==> src/rtl/alu_exec_unit.sv <==
// Execute-stage ALU: one-cycle logic/add/sub, bit-serial shifts, registered result over valid/ready.
// Optional SLT opcode (0111) when ALU_EXEC_SLT_EN is defined; otherwise 0111 is reported illegal.
module alu_exec_unit #(
  parameter int DATA_WIDTH  = 32,
  parameter int SHAMT_WIDTH = $clog2(DATA_WIDTH)
) (
  input  logic                  clk,
  input  logic                  rst,
  input  logic                  in_valid,
  output logic                  in_ready,
  input  logic [3:0]            alu_ctrl,
  input  logic [DATA_WIDTH-1:0] operand_a,
  input  logic [DATA_WIDTH-1:0] operand_b,
  output logic                  out_valid,
  input  logic                  out_ready,
  output logic [DATA_WIDTH-1:0] result,
  output logic                  zero,
  output logic                  illegal
);

  typedef enum logic {IDLE, SHIFT} state_t;

  localparam logic [3:0] OP_AND = 4'b0000;
  localparam logic [3:0] OP_OR  = 4'b0001;
  localparam logic [3:0] OP_ADD = 4'b0010;
  localparam logic [3:0] OP_SUB = 4'b0110;
  localparam logic [3:0] OP_SLL = 4'b1000;
  localparam logic [3:0] OP_SRL = 4'b1001;
  localparam logic [3:0] OP_SRA = 4'b1010;
`ifdef ALU_EXEC_SLT_EN
  localparam logic [3:0] OP_SLT = 4'b0111;
`endif

  state_t                  state_q, state_d;
  logic [DATA_WIDTH-1:0]   work_q, work_d;
  logic [SHAMT_WIDTH-1:0]  cnt_q, cnt_d;
  logic [1:0]              sdir_q, sdir_d;
  logic [DATA_WIDTH-1:0]   result_q, result_d;
  logic                    zero_q, zero_d;
  logic                    illegal_q, illegal_d;
  logic                    out_valid_q, out_valid_d;

  logic [SHAMT_WIDTH-1:0]  shamt;
  logic                    is_shift;
  logic                    accept;
  logic [DATA_WIDTH-1:0]   imm_res;
  logic                    imm_ill;
  logic [DATA_WIDTH-1:0]   step;

  assign shamt    = operand_b[SHAMT_WIDTH-1:0];
  assign is_shift = (alu_ctrl == OP_SLL) || (alu_ctrl == OP_SRL) || (alu_ctrl == OP_SRA);
  assign in_ready = (state_q == IDLE) && (!out_valid_q || out_ready) && !rst;
  assign accept   = in_valid && in_ready;

  // Result for anything that completes on the accept edge, including shift-by-zero.
  always_comb begin
    imm_res = '0;
    imm_ill = 1'b0;
    case (alu_ctrl)
      OP_AND:                 imm_res = operand_a & operand_b;
      OP_OR:                  imm_res = operand_a | operand_b;
      OP_ADD:                 imm_res = operand_a + operand_b;
      OP_SUB:                 imm_res = operand_a - operand_b;
      OP_SLL, OP_SRL, OP_SRA: imm_res = operand_a;
`ifdef ALU_EXEC_SLT_EN
      OP_SLT: imm_res = {{(DATA_WIDTH-1){1'b0}}, ($signed(operand_a) < $signed(operand_b))};
`endif
      default:                imm_ill = 1'b1;
    endcase
  end

  // sdir encodes alu_ctrl[1:0]: 00 SLL, 01 SRL, 10 SRA.
  always_comb begin
    case (sdir_q)
      2'b00:   step = {work_q[DATA_WIDTH-2:0], 1'b0};
      2'b01:   step = {1'b0, work_q[DATA_WIDTH-1:1]};
      default: step = {work_q[DATA_WIDTH-1], work_q[DATA_WIDTH-1:1]};
    endcase
  end

  always_comb begin
    state_d     = state_q;
    work_d      = work_q;
    cnt_d       = cnt_q;
    sdir_d      = sdir_q;
    result_d    = result_q;
    zero_d      = zero_q;
    illegal_d   = illegal_q;
    out_valid_d = out_valid_q;

    if (out_valid_q && out_ready) begin
      out_valid_d = 1'b0;
    end

    case (state_q)
      IDLE: begin
        if (accept) begin
          if (is_shift && (shamt != '0)) begin
            work_d  = operand_a;
            cnt_d   = shamt;
            sdir_d  = alu_ctrl[1:0];
            state_d = SHIFT;
          end else begin
            result_d    = imm_res;
            zero_d      = (imm_res == '0);
            illegal_d   = imm_ill;
            out_valid_d = 1'b1;
          end
        end
      end
      SHIFT: begin
        work_d = step;
        cnt_d  = cnt_q - SHAMT_WIDTH'(1);
        if (cnt_q == SHAMT_WIDTH'(1)) begin
          result_d    = step;
          zero_d      = (step == '0);
          illegal_d   = 1'b0;
          out_valid_d = 1'b1;
          state_d     = IDLE;
        end
      end
      default: state_d = IDLE;
    endcase
  end

  always_ff @(posedge clk) begin
    if (rst) begin
      state_q     <= IDLE;
      work_q      <= '0;
      cnt_q       <= '0;
      sdir_q      <= 2'b00;
      result_q    <= '0;
      zero_q      <= 1'b0;
      illegal_q   <= 1'b0;
      out_valid_q <= 1'b0;
    end else begin
      state_q     <= state_d;
      work_q      <= work_d;
      cnt_q       <= cnt_d;
      sdir_q      <= sdir_d;
      result_q    <= result_d;
      zero_q      <= zero_d;
      illegal_q   <= illegal_d;
      out_valid_q <= out_valid_d;
    end
  end

  assign out_valid = out_valid_q;
  assign result    = result_q;
  assign zero      = zero_q;
  assign illegal   = illegal_q;

endmodule

==> config.mk <==
export PLATFORM = sky130hd
export DESIGN_NAME = alu_exec_unit
export DESIGN_NICKNAME = d
export VERILOG_FILES = /design/src/rtl/alu_exec_unit.sv
export SDC_FILE = /design/constraint.sdc
export NUM_CORES = 1
export LEC_CHECK = 0
export ABC_AREA = 1
export CAP_MARGIN = 15
export CORE_MARGIN = 5
export CORE_UTILIZATION = 35
export CTS_BUF_LIST = sky130_fd_sc_hd__clkbuf_4
export DETAILED_ROUTE_END_ITERATION = 10
export SYNTH_ARGS = -nofsm -noshare
export SYNTH_HDL_FRONTEND = slang
export SYNTH_SLANG_ARGS = --single-unit
==> constraint.sdc <==
create_clock -name clk -period 8.3 [get_ports clk]
set_input_delay 1.66 -clock clk [delete_from_list [all_inputs] [get_ports clk]]
set_output_delay 1.66 -clock clk [all_outputs]
set_load 0.005 [all_outputs]
==> results of run 1 <==
## stage by stage
stage / instance area (um^2) / instances / hold WS [ns] / power [mW]
6_report: 9300 / 1768 / 0.477 / 1.08
3_3_place_gp: 9200 / 1752 / 0.457 / 0.894
5_1_grt: 9300 / 1768 / 0.502 / 1.15
2_1_floorplan: 7940 / 1403 / 0.445 / 0.709
3_5_place_dp: 9200 / 1752 / 0.460 / 0.895
4_1_cts: 9300 / 1767 / 0.477 / 1.07
## placed cells by master, fill, tap and decap left out, types with 2 or more instances in the layout
cell	netlist	layout
nand4_1	20	20
o21ai_0	88	88
clkdlybuf4s50_1	0	107
nor2_4	2	2
and2_1	2	2
a21oi_2	4	4
o21bai_1	3	3
nor4_2	2	2
a21oi_1	51	51
clkinv_2	0	2
xor2_1	29	29
dfxtp_1	75	75
nand2_1	433	433
a41oi_1	2	2
o21ai_1	38	38
nand3_1	76	76
nand3b_1	11	11
mux2i_1	5	5
inv_1	181	181
nor4_1	5	5
nor2_2	7	9
nor3_4	1	2
or2_2	23	23
clkinv_1	0	3
clkbuf_4	0	10
nand2_2	21	21
nor3_2	4	3
nand3_2	6	6
ha_1	37	37
o21a_1	3	3
o31ai_1	2	2
nor2_1	128	126
a31oi_1	60	60
nor3_1	13	13
buf_4	1	6
inv_2	18	18
## worst min-delay path by stage
stage | end | slack (ns) | cells after the start
3_5_place_dp | work_q[0] | 0.46 | 2
2_1_floorplan | work_q[0] | 0.45 | 2
4_1_cts | work_q[29] | 0.48 | 2
5_1_grt | result[1] | 0.50 | 2
6_report | work_q[0] | 0.48 | 2
3_3_place_gp | work_q[29] | 0.46 | 2
## worst max-delay path: stages
cell and delay (ns):
clkdlybuf4s50_1 0.57, nand3_1 0.16, inv_2 0.55, nand2_1 0.13, buf_4 0.25, inv_1 0.37
a41oi_1 0.16, a21oi_1 0.23, xor2_1 0.09, ha_1 0.42, nand2_1 0.15, nor2_1 0.23
nand2_1 0.12, nor3_1 0.15, nand2_1 0.10, nand2_1 0.07, nand2_1 0.04, nand3_1 0.11
nand2_1 0.14, nor2_1 0.12, nand2_1 0.06, nor2_1 0.08, nand3_1 0.07, a21oi_1 0.12
## power groups by stage
stage               sequential, mW  clock (mW)  combinational [mW]
detailed placement           0.403           0               0.492
global placement             0.403           0               0.492
CTS                          0.395       0.185               0.494
finish                       0.395       0.182               0.500
global route                 0.397       0.201               0.556
floorplan                    0.400           0               0.308
## cell type report
cell class / instances / area (um^2)
Timing Repair Buffer: 113 / 1120
Antenna cell: 1 / 2.50
Clock inverter: 5 / 21.3
Inverter: 199 / 747
Clock buffer: 10 / 75.1
Tap cell: 285 / 357
Fill cell: 2498 / 13200
Sequential cell: 75 / 1500
Multi-Input combinational cell: 1080 / 5480
## metal layers
metal  vias to the layer above  part of all wire (%)
met2                       305                    44
met5                         -                     0
met1                      4225                    47
met3                        40                   7.3
met4                         0                   2.2
li1                       4690                     -
## sequential cells by signal (all words and copies together) (netlist names)
register	count
cnt_q	5
illegal	1
out_valid	1
result	32
sdir_q	2
state_q	1
work_q	32
zero	1
## kinds of logic (layout without fill, tap and decap cells)
kind of cell	count (synthesis)	count (layout)	share of synthesized area, %
AO/OA/AOI/OAI	254	254	17.6
XOR/XNOR	29	29	3.20
adder cells (fa/ha/maj)	38	38	6.08
buffers and inverters	248	327	12.2
flip-flops	75	75	18.9
multiplexers	5	5	0.630
other	0	1	0
AND/OR/NAND/NOR	754	754	41.4
==> impl_metrics.env, run 1 <==
export IMPL_status="complete, no violations"
export IMPL_cap_viol_max_count=0
export IMPL_netlist_instances=1403
export IMPL_critPathLaunch="alu_ctrl[1]"
export IMPL_die_w_um=161
export IMPL_die_h_um=161
export IMPL_rr_worst_depth=7
export IMPL_p_leak_nw=4.47
export IMPL_routed_via_density=5.24
export IMPL_clk_path_buf_depth=2
export IMPL_use_met1_pct=33.6
export IMPL_synth_edff_count=0
export IMPL_reg2reg_to="result[28]"
export IMPL_grt_use_met3_pct=2.82
export IMPL_pwr_share_clk_pct=16.9
export IMPL_critPathRequiredTime_ns=8.65
export IMPL_gr_max_usage_layer="met2"
export IMPL_rsz0062_at_grt="no"
export IMPL_dr_pass1_iters=7
export IMPL_grt_usage_pct=23.1
export IMPL_area_growth_syn_to_layout_pct=17.1
export IMPL_die_area_um2=25800
export IMPL_power_density_nw_per_um2=116
export IMPL_period_needed_ns=5.82
export IMPL_ys_types=40
export IMPL_startpoint_type="input pin"
export IMPL_sw_frac_of_total_pct=42.1
export IMPL_crit_path_end="zero"
export IMPL_antenna_found_initial=1
export IMPL_ant_nets=0
export IMPL_grt_pass1_vias=8657
export IMPL_comb_power_share_pct=46.4
export IMPL_cts_resized=0
export IMPL_dp_slack_ns=2.09
export IMPL_synthesis_area_um2=7940
export IMPL_ctsHoldBuffers=0
export IMPL_synth_area_per_cell_um2=5.66
export IMPL_clockRootBuffer="clkbuf_4"
export IMPL_fin_crit_sh_pct=70.1
export IMPL_synth_async_reset_ratio_pct=0
export IMPL_synth_top_area_share_pct=20.5
export IMPL_power_frac_seq_pct=36.7
export IMPL_core_area_um2=22500
export IMPL_synth_area_leader_cell="nand2_1"
export IMPL_numClockSinks=75
export IMPL_postCtsSetupBuffers=0
export IMPL_dp_hpwl_um=24800
export IMPL_h_tree_depth=3
export IMPL_start_util_pct=35.3
export IMPL_worst_slew_pin_slew_ns=1.01
export IMPL_p_int_uw=624
export IMPL_fin_util_pct=41.3
export IMPL_critPathMaxFanout=32
export IMPL_vias=9260
export IMPL_portBuffers=107
export IMPL_grt_max_degree=62
export IMPL_yosys_register_bits=75
export IMPL_ios=108
export IMPL_drtIter0Drc=687
export IMPL_cp_arrival_ns=6.17
export IMPL_gr_usage_met2_pct=35.7
export IMPL_path_clk_slew_ns=0.12
export IMPL_cts_tree="done"
export IMPL_switchingPower_uw=453
export IMPL_drive_gt1_share_pct=7.35
export IMPL_r2r_setup_slack_ns=5.44
export IMPL_end_kind="register"
export IMPL_worstReg2RegStart="state_q"
export IMPL_finalClockSkew_ns=0.0117
export IMPL_yosysSeqAreaShare_pct=18.9
export IMPL_layout_nets=1588
export IMPL_finalWorstSetupSlack_ns=2.48
export IMPL_min_path_type="reg -> reg"
export IMPL_setup_tns_ns=0
export IMPL_synthTopCellsByCount="nand2_1, inv_1, nor2_1"
export IMPL_cts_made_buffers=9
export IMPL_max_slew_margin_pct=32.6
export IMPL_worstHoldStart="work_q[0]"
export IMPL_worstSetupPathType="in -> reg"
export IMPL_rows=55
export IMPL_route_detailed_wl_per_inst_um=17.4
export IMPL_syn_nets=1513
export IMPL_overflow=0
export IMPL_synth_area_leaders="nand2_1, dfxtp_1, inv_1, nor2_1, ha_1"
export IMPL_drcViolationCount=0
export IMPL_fmax_ghz=0.172
export IMPL_final_max_slew_viol_count=0
export IMPL_gp_congestion=0.988
export IMPL_clock_latency_ns=0.43
export IMPL_hold_viol=0
export IMPL_routed_wl_um=30700
export IMPL_synth_most_common_cell="nand2_1"
export IMPL_final_setup_viol_count=0
export IMPL_yosysWarnings=0
export IMPL_ys_flop_type="dfxtp_1"
export IMPL_grt_pass1_wl_um=47700
export IMPL_ir_drop_mv=0.0467
No activity file was read; power rests on OpenSTA's default activity.
==> inputs of run 2 (changes only) <==
clock period = 5.67 ns   (was 8.3 ns; I/O delays follow)
==> impl_metrics.env, run 2 (same netlist as run 1, synthesis figures left out) <==
export IMPL_fin_crit_sh_pct=88.5
export IMPL_period_needed_ns=5.02
export IMPL_rsz0062_at_grt="no"
export IMPL_end_kind="register"
export IMPL_grt_pass1_wl_um=47600
export IMPL_cts_made_buffers=9
export IMPL_layout_commonest_cell="nand2_1"
export IMPL_fmax_ghz=0.199
export IMPL_final_setup_viol_count=0
export IMPL_ir_drop_mv=0.0717
export IMPL_ant_nets=0
export IMPL_power_density_nw_per_um2=170
export IMPL_drcViolationCount=0
export IMPL_dp_hpwl_um=25200
export IMPL_sw_frac_of_total_pct=41.9
export IMPL_cap_viol_max_count=0
export IMPL_cts_tree="done"
export IMPL_route_detailed_wl_per_inst_um=17.5
export IMPL_setup_tns_ns=0
export IMPL_clock_latency_ns=0.43
export IMPL_grt_max_degree=62
export IMPL_portBuffers=107
export IMPL_worstSetupPathType="in -> reg"
export IMPL_rows=55
export IMPL_routed_wl_um=31100
export IMPL_worst_slew_pin_slew_ns=0.954
export IMPL_switchingPower_uw=664
export IMPL_hold_ws_ns=0.475
export IMPL_hold_viol=0
export IMPL_r2r_setup_slack_ns=3.31
export IMPL_comb_power_share_pct=46.1
export IMPL_overflow=0
export IMPL_critPathRequiredTime_ns=6.04
export IMPL_power_frac_seq_pct=36.4
export IMPL_layout_nets=1593
export IMPL_ctsHoldBuffers=0
export IMPL_h_tree_depth=3
export IMPL_gp_congestion=0.972
export IMPL_routed_via_density=5.20
export IMPL_ios=108
export IMPL_vias=9216
export IMPL_startpoint_type="input pin"
export IMPL_p_int_uw=921
export IMPL_antenna_found_initial=1
export IMPL_core_area_um2=22500
export IMPL_status="complete, no violations"
export IMPL_numClockSinks=75
export IMPL_postCtsSetupBuffers=0
export IMPL_cts_resized=0
export IMPL_layout_common_cells="nand2_1, inv_1, nor2_1"
export IMPL_final_max_slew_viol_count=0
export IMPL_critPathMaxFanout=5
export IMPL_p_leak_nw=4.50
export IMPL_area_growth_syn_to_layout_pct=17.7
export IMPL_die_w_um=161
export IMPL_clockRootBuffer="clkbuf_4"
export IMPL_clk_path_buf_depth=2
export IMPL_dr_pass1_iters=6
export IMPL_grt_usage_pct=23.2
export IMPL_max_slew_margin_pct=36.3
export IMPL_cp_arrival_ns=5.39
export IMPL_min_path_type="reg -> reg"
export IMPL_die_area_um2=25800
export IMPL_drive_gt1_share_pct=7.66
export IMPL_start_util_pct=35.3
export IMPL_path_clk_slew_ns=0.11
export IMPL_pwr_share_clk_pct=17.5
export IMPL_drtIter0Drc=598
export IMPL_finalClockSkew_ns=0.0130
export IMPL_die_h_um=161
export IMPL_grt_pass1_vias=8594
[run 2: changes by cell type in the layout (fill, tap and decap cells not counted)]
cell / previous run / this run
buf_4: 6 / 11
clkbuf_4: 10 / 11
clkinv_1: 3 / 4
clkinv_2: 2 / 1
[run 2: layer usage]
metal,up-vias,part of all wire [%],global-route usage (%)
met5,-,0,0
met1,4210,48,34.0
met3,34,5.8,2.46
li1,4703,-,-
met4,0,1.6,5.71
met2,269,44,36.3
[run 2: path summary, 6_finish.rpt]
path | start | end | cells after the start
setup / recovery | operand_b[0] | zero | 27
hold / removal | work_q[0] | work_q[0] | 2
setup reg to reg | out_valid | result[13] | 9
hold reg to reg | work_q[0] | work_q[0] | 2
[run 2: final cells by class]
cell class                      count  area [um^2]
Fill cell                        2515        13200
Multi-Input combinational cell   1080         5480
Sequential cell                    75         1500
Timing Repair Buffer              118         1150
Inverter                          199          747
Tap cell                          285          357
Clock buffer                       11         82.6
Clock inverter                      5         20.0
Antenna cell                        1         2.50
[run 2: metrics by stage]
stage	setup slack, ns	cells	power [mW]	instance area [um^2]	util (%)
after global placement	0.324	1757	1.31	9240	41.1
final	0.650	1774	1.58	9340	41.5
after CTS	0.729	1773	1.58	9340	41.5
after floorplan	1.70	1403	1.04	7940	-
after detailed placement	0.286	1757	1.31	9240	41.1
after global routing	0.295	1774	1.70	9340	41.5
[run 2: power by group through the flow]
| stage | combinational (mW) | sequential (mW) | clock, mW |
|---|---|---|---|
| finish | 0.731 | 0.577 | 0.277 |
| floorplan | 0.452 | 0.586 | 0 |
| CTS | 0.726 | 0.577 | 0.279 |
| global placement | 0.723 | 0.588 | 0 |
| detailed placement | 0.722 | 0.589 | 0 |
| global route | 0.813 | 0.581 | 0.305 |
[run 2: critical path: stages]
cell             delay, ns
clkdlybuf4s50_1       0.47
inv_1                 0.13
ha_1                  0.20
nand3_2               0.11
nor2_4                0.13
nand4_1               0.16
nor2_1                0.24
nand3_1               0.14
inv_1                 0.09
a41oi_1               0.20
a21oi_1               0.21
xor2_1                0.10
ha_1                  0.38
nand2_1               0.16
nor2_1                0.29
nand2_1               0.14
nor3_1                0.15
nand2_1               0.14
nand2_1               0.09
nand2_1               0.05
nand3_1               0.10
nand2_1               0.11
nor2_1                0.11
nand2_1               0.06
nor2_1                0.09
nand3_1               0.08
a21oi_1               0.12
